===== config.mk =====
export PLATFORM = sky130hd
export DESIGN_NAME = iic_uart_tx_buf
export DESIGN_NICKNAME = d
export VERILOG_FILES = /design/src/rtl/iic_uart_pkg.sv /design/src/rtl/iic_uart_fifo.sv /design/src/rtl/iic_uart_tx_buf.sv
export SDC_FILE = /design/constraint.sdc
export NUM_CORES = 1
export LEC_CHECK = 0
export CAP_MARGIN = 15
export CORE_MARGIN = 2
export CORE_UTILIZATION = 34
export CTS_BUF_LIST = sky130_fd_sc_hd__clkbuf_4 sky130_fd_sc_hd__clkbuf_8
export DETAILED_ROUTE_END_ITERATION = 8
export GPL_TIMING_DRIVEN = 0
export MAX_ROUTING_LAYER = met4
export SLEW_MARGIN = 20
export SYNTH_ARGS = -nofsm -noshare
export SYNTH_HDL_FRONTEND = slang
export SYNTH_HIERARCHICAL = 1
export SYNTH_SLANG_ARGS = --single-unit
export TNS_END_PERCENT = 100

===== constraint.sdc =====
create_clock -name sys_clk -period 6.64 [get_ports sys_clk]
set_input_delay 0.996 -clock sys_clk [delete_from_list [all_inputs] [get_ports sys_clk]]
set_output_delay 0.996 -clock sys_clk [all_outputs]
set_load 0.005 [all_outputs]

===== src/rtl/iic_uart_pkg.sv =====
// Shared types and constants for the I2C-to-UART transmit buffer.
// Holds the pacing FSM states, the ASCII constants and the nibble-to-ASCII
// helper used when the IIC_UART_HEX_EN build option is enabled.
package iic_uart_pkg;

   typedef enum logic [1:0] {
      IDLE = 2'd0,
      SEND = 2'd1,
      WAIT = 2'd2
   } tx_state_t;

   localparam logic [7:0] ASCII_ZERO  = 8'h30;
   localparam logic [7:0] ASCII_A     = 8'h41;
   localparam logic [7:0] ASCII_SPACE = 8'h20;

   // Character slot that the next IDLE visit loads in hex mode.
   localparam logic [1:0] CHAR_HI = 2'd0;
   localparam logic [1:0] CHAR_LO = 2'd1;
   localparam logic [1:0] CHAR_SP = 2'd2;

   function automatic logic [7:0] nibble_to_ascii(input logic [3:0] nib);
      logic [7:0] result;
      if (nib < 4'd10) begin
         result = ASCII_ZERO + {4'd0, nib};
      end else begin
         result = ASCII_A + {4'd0, nib} - 8'd10;
      end
      return result;
   endfunction

endpackage


===== src/rtl/iic_uart_fifo.sv =====
// Synchronous byte FIFO for the I2C-to-UART buffer.
// Pure storage: the caller decides when a push or pop is legal, this block
// only moves pointers, tracks the fill level and reports full/empty.
module iic_uart_fifo #(
   parameter int FIFO_DEPTH = 16,
   localparam int FIFO_AW   = $clog2(FIFO_DEPTH)
) (
   input  logic               sys_clk,
   input  logic               sys_rst,
   input  logic               push,
   input  logic [7:0]         push_data,
   input  logic               pop,
   output logic [7:0]         head_data,
   output logic [FIFO_AW:0]   level,
   output logic               full,
   output logic               empty
);

   localparam logic [FIFO_AW:0] FULL_LEVEL = (FIFO_AW+1)'(FIFO_DEPTH);

   logic [7:0]         mem [FIFO_DEPTH];
   logic [FIFO_AW-1:0] wr_ptr;
   logic [FIFO_AW-1:0] rd_ptr;

   // Pointers wrap naturally because the depth is a power of two; a
   // simultaneous push and pop leaves the level unchanged.
   always_ff @(posedge sys_clk or negedge sys_rst) begin
      if (!sys_rst) begin
         wr_ptr <= '0;
         rd_ptr <= '0;
         level  <= '0;
      end else begin
         if (push) begin
            wr_ptr <= wr_ptr + FIFO_AW'(1);
         end
         if (pop) begin
            rd_ptr <= rd_ptr + FIFO_AW'(1);
         end
         case ({push, pop})
            2'b10:   level <= level + (FIFO_AW+1)'(1);
            2'b01:   level <= level - (FIFO_AW+1)'(1);
            default: level <= level;
         endcase
      end
   end

   // Storage array carries no reset so it maps onto plain RAM.
   always_ff @(posedge sys_clk) begin
      if (push) begin
         mem[wr_ptr] <= push_data;
      end
   end

   assign head_data = mem[rd_ptr];
   assign full      = (level == FULL_LEVEL);
   assign empty     = (level == '0);

endmodule


===== src/rtl/iic_uart_tx_buf.sv =====
// I2C-to-UART transmit buffer: queues bytes from the I2C slave receiver and
// releases them to the UART transmitter one frame at a time, waiting for
// tx_done between frames. Sticky flags report dropped bytes and a stalled
// transmitter.
// Build option IIC_UART_HEX_EN: each byte goes out as two ASCII hex digits
// followed by a space, three frames per FIFO pop.
module iic_uart_tx_buf
   import iic_uart_pkg::*;
#(
   parameter int FIFO_DEPTH = 16,
   parameter int TX_TIMEOUT = 65536,
   parameter int TO_W       = 17,
   localparam int FIFO_AW   = $clog2(FIFO_DEPTH)
) (
   input  logic               sys_clk,
   input  logic               sys_rst,
   input  logic [7:0]         in_data,
   input  logic               in_vld,
   output logic [7:0]         tx_data,
   output logic               tx_flag,
   input  logic               tx_done,
   output logic [FIFO_AW:0]   fifo_level,
   output logic               overflow,
   output logic               timeout_err,
   input  logic               clr_err
);

   localparam logic [TO_W-1:0] TO_LAST = TO_W'(TX_TIMEOUT - 1);

   tx_state_t       state;
   tx_state_t       state_next;

   logic            pop;
   logic            push_ok;
   logic            drop;
   logic [7:0]      fifo_head;
   logic            fifo_full;
   logic            fifo_empty;

   logic            load_en;
   logic [7:0]      load_val;
   logic            cnt_clr;
   logic            cnt_inc;
   logic            to_hit;
   logic [TO_W-1:0] to_cnt;

`ifdef IIC_UART_HEX_EN
   logic [1:0]      char_idx;
   logic [1:0]      char_idx_next;
   logic [7:0]      hex_byte;
`endif

   // A full FIFO can still accept a byte when the FSM frees a slot this cycle.
   assign push_ok = in_vld && (!fifo_full || pop);
   assign drop    = in_vld && !push_ok;

   iic_uart_fifo #(
      .FIFO_DEPTH (FIFO_DEPTH)
   ) u_fifo (
      .sys_clk    (sys_clk),
      .sys_rst    (sys_rst),
      .push       (push_ok),
      .push_data  (in_data),
      .pop        (pop),
      .head_data  (fifo_head),
      .level      (fifo_level),
      .full       (fifo_full),
      .empty      (fifo_empty)
   );

   // Pacing FSM state register.
   always_ff @(posedge sys_clk or negedge sys_rst) begin
      if (!sys_rst) begin
         state <= IDLE;
      end else begin
         state <= state_next;
      end
   end

   // Next state and datapath controls; returning through IDLE after every
   // frame guarantees at least two cycles between tx_done and the next tx_flag.
   always_comb begin
      state_next = state;
      pop        = 1'b0;
      load_en    = 1'b0;
      load_val   = tx_data;
      cnt_clr    = 1'b0;
      cnt_inc    = 1'b0;
      to_hit     = 1'b0;
`ifdef IIC_UART_HEX_EN
      char_idx_next = char_idx;
`endif
      case (state)
         IDLE: begin
`ifdef IIC_UART_HEX_EN
            if (char_idx == CHAR_LO) begin
               load_en       = 1'b1;
               load_val      = nibble_to_ascii(hex_byte[3:0]);
               char_idx_next = CHAR_SP;
               state_next    = SEND;
            end else if (char_idx == CHAR_SP) begin
               load_en       = 1'b1;
               load_val      = ASCII_SPACE;
               char_idx_next = CHAR_HI;
               state_next    = SEND;
            end else if (!fifo_empty) begin
               pop           = 1'b1;
               load_en       = 1'b1;
               load_val      = nibble_to_ascii(fifo_head[7:4]);
               char_idx_next = CHAR_LO;
               state_next    = SEND;
            end
`else
            if (!fifo_empty) begin
               pop        = 1'b1;
               load_en    = 1'b1;
               load_val   = fifo_head;
               state_next = SEND;
            end
`endif
         end
         SEND: begin
            cnt_clr    = 1'b1;
            state_next = WAIT;
         end
         WAIT: begin
            if (tx_done) begin
               state_next = IDLE;
            end else if (to_cnt == TO_LAST) begin
               to_hit     = 1'b1;
               state_next = IDLE;
`ifdef IIC_UART_HEX_EN
               char_idx_next = CHAR_HI;
`endif
            end else begin
               cnt_inc = 1'b1;
            end
         end
         default: begin
            state_next = IDLE;
         end
      endcase
   end

   assign tx_flag = (state == SEND);

   // Outgoing character register and the tx_done watchdog counter.
   always_ff @(posedge sys_clk or negedge sys_rst) begin
      if (!sys_rst) begin
         tx_data <= '0;
         to_cnt  <= '0;
      end else begin
         if (load_en) begin
            tx_data <= load_val;
         end
         if (cnt_clr) begin
            to_cnt <= '0;
         end else if (cnt_inc) begin
            to_cnt <= to_cnt + TO_W'(1);
         end
      end
   end

   // Sticky error flags; a set event in the same cycle as clr_err wins.
   always_ff @(posedge sys_clk or negedge sys_rst) begin
      if (!sys_rst) begin
         overflow    <= 1'b0;
         timeout_err <= 1'b0;
      end else begin
         overflow    <= (overflow && !clr_err) || drop;
         timeout_err <= (timeout_err && !clr_err) || to_hit;
      end
   end

`ifdef IIC_UART_HEX_EN
   // Character slot tracker and a copy of the popped byte for the low nibble.
   always_ff @(posedge sys_clk or negedge sys_rst) begin
      if (!sys_rst) begin
         char_idx <= CHAR_HI;
         hex_byte <= '0;
      end else begin
         char_idx <= char_idx_next;
         if (pop) begin
            hex_byte <= fifo_head;
         end
      end
   end
`endif

endmodule


==> results.cfg <==
[pwr]
seqPwrFrac_pct = 43.6
sw_frac_of_total_pct = 32.8
irDropWorstVdd_mv = 0.153
internal_power_mw = 2.16
cellLeakagePower_nw = 2.83
p_sw_mw = 1.05
p_per_area_mw_per_mm2 = 396
total_power_mw = 3.21
clockPowerShare_pct = 22.2
combinationalPowerShare_pct = 34.2

[grt]
grt_max_degree = 33
grt_pass1_vias = 3816
grt_pass1_wl_um = 21900
antenna_found_initial = 0
grt_overflow_total = 0
track_usage_pct = 13.9

[placed_design]
port_buffers = 28
dpl.cell_count = 737
gp_congestion = 0.766
placed_area_mm2 = 0.00773
hpwl_um = 9260

[flow_run]
maxCapViolCount = 0

[clock_tree]
cts_resized = 0
cts_tree = yes
post-cts-setup-buffers = 0
root_buffer = clkbuf_8
clkLatencyLatePin_ns = 0.45
cts_buffer_depth = 2
cts_hold_buffers = 0
path_clk_slew_ns = 0.08
cts_made_buffers = 17
numClockSinks = 170
htreeDepth = 4

[synth]
yosys_most_used_dff = edfxtp_1
ys.warnings.count = 6
yosysMostFrequentCell = edfxtp_1
synth_cells = 438
synth-edff-count = 128
synth.area.top_cells = edfxtp_1 (54%), dfrtp_1 (15%), mux4_2 (6.7%)
synth_seq_cells = 170
synth_common_cells = edfxtp_1 (128), nand2_1 (57), dfrtp_1 (42)
yosysTopAreaCell = edfxtp_1
async_flop_share_pct = 24.7
syn_area_mm2 = 0.00708
syn-mean-instance-area_um2 = 16.2
yosysTopAreaCellShare_pct = 54.3
synth_nets = 462
yosysUniqueCellTypes = 50
ys_seq_area_share_pct = 69.2

[cells_and_area]
fillerInstances = 1861
final_layout_size_suffix_gt1_share_pct = 14.4
multiInputGateArea_mm2 = 0.00200
diodes = 0
syn_to_final_growth_pct = 14.7
layout.nets = 510
design_area_mm2 = 0.00812
final_cells = 769
seqCellArea_mm2 = 0.00489

[timing]
hold_ws_ns = 0.420
slew_violations = 0
rsz0062_at_grt = no
finalSetupViolCount = 0
hold_viol = 0
tightest_slew_ns = 0.926
fmax_mhz = 259
period_minus_slack_ns = 3.85
tns_ns = 0
max_slew_margin_pct = 38.1
fin_skew_ns = 0.00839
fin_crit_sh_pct = 58.1

[drt]
detail_route.drc_violations = 0
ant_nets = 0
wl_per_cell_um = 18.2
first_iter_violations = 234
dr.pass1.iters = 4
viasPerCell = 5.01
routed_wl_um = 14000
vias = 3855

[floorplan]
design.die.area_mm2 = 0.0220
die_h_um = 148
core_mm2 = 0.0203
rows = 52
ioPinCount = 29
die_w_um = 148
start_util_pct = 34.9

[setup_path]
crit_buf_inv = 4
critPathTopFamily = simple AND/OR/NAND/NOR gates
endpoint_kind = register
cp_max_fo = 10
cp-start-kind = register
crit_slowest_cell = or4b_1
path_class = register to register
worstPathArrival_ns = 4.19
worstPathCellList = or2_2 > nor4_1 > or3_1 > clkbuf_1 > a21boi_0 > clkbuf_1 > inv_1 > ha_1 > buf_2 > xor2_1 > ha_1 > or4b_1 > o32ai_1 > a211oi_1 > xnor2_1
slowest_delay_ns = 0.52
cp.required_ns = 6.97

[hold_path]
min-delay-path-class = input pin to asynchronous set/reset pin

[status]
status = finished, final reports clean
[layout make-up]
class,count,area share [%]
Timing Repair Buffer,29,3.64
Inverter,13,0.601
Sequential cell,170,60.3
Buffer,20,1.83
Multi-Input combinational cell,235,24.6
Clock buffer,18,2.98
Tap cell,270,4.16
Clock inverter,14,1.83
[sequential cells by signal (all words and copies together), names as in the netlist]
name / flops
u_fifo/rd_ptr: 4
u_fifo/wr_ptr: 4
to_cnt: 17
tx_data: 8
overflow: 1
state: 2
timeout_err: 1
u_fifo/mem: 128
u_fifo/level: 5
[worst paths after layout]
check,start,endpoint,slack [ns],depth (start not counted)
setup / recovery,u_fifo/level[1],u_fifo/level[4],2.79,15
hold / removal,sys_rst,overflow,0.42,1
setup reg to reg,u_fifo/level[1],u_fifo/level[4],2.79,15
hold reg to reg,tx_data[3],tx_data[3],0.49,2
max in group asynchronous,sys_rst,tx_data[0],5.75,2
min in group sys_clk,tx_data[3],tx_data[3],0.49,2
[metal layers]
layer,global-route usage (%),share of wire [%],up-vias
met2,21.4,49,95
met4,3.57,0.93,0
met1,18.5,45,1958
met5,-,0,-
li1,-,-,1792
met3,3.47,5.8,10
[logic make-up after synthesis]
| kind of cell | count (synthesis) | synth area share [%] |
|---|---|---|
| compound gates | 53 | 4.95 |
| xor+xnor | 12 | 1.49 |
| fa+ha+maj | 11 | 1.94 |
| buf+inv | 33 | 2.79 |
| flops | 170 | 69.2 |
| mux | 35 | 11.2 |
| simple gates | 124 | 8.43 |
[metrics by stage]
| stage | utilization, % | worst slack (ns) |
|---|---|---|
| final | 40.0 | 2.79 |
| after global routing | 40.0 | 2.45 |
| after CTS | 40.0 | 2.76 |
| after detailed placement | 38.1 | 2.66 |
| after global placement | 37.9 | 2.71 |
| after floorplan | - | 3.31 |
[power groups by stage]
stage	logic (mW)	registers, mW	clock network (mW)
final	1.10	1.40	0.714
after global routing	1.21	1.42	0.780
after CTS	1.11	1.40	0.735
after detailed placement	1.10	1.42	0
after global placement	1.08	1.41	0
after floorplan	0.752	1.40	0
[worst reg2reg max path: stages, from the launching register on]
cell and delay (ns):
dfrtp_1 0.44, or2_2 0.18, nor4_1 0.05, or3_1 0.35, clkbuf_1 0.27, a21boi_0 0.25, clkbuf_1 0.41, inv_1 0.13
ha_1 0.22, buf_2 0.18, xor2_1 0.17, ha_1 0.21, or4b_1 0.52, o32ai_1 0.13, a211oi_1 0.09, xnor2_1 0.13
[cells in the final DEF, fill, tap and decap left out, types with 4 or more instances in the layout]
cell / instances
a21oi_1: 5
a22oi_1: 16
buf_2: 6
buf_6: 4
clkbuf_1: 6
clkbuf_8: 17
clkdlybuf4s50_1: 27
clkinv_1: 4
clkinv_4: 4
dfrtp_1: 42
edfxtp_1: 128
ha_1: 11
inv_1: 12
mux4_1: 11
mux4_2: 21
nand2_1: 57
nand2b_1: 6
nand3_1: 8
nand4_1: 7
nor2_1: 20
o211ai_1: 4
o21ai_0: 15
o31ai_1: 5
xnor2_1: 6
xor2_1: 6
Power figures use the tool's default switching activity.
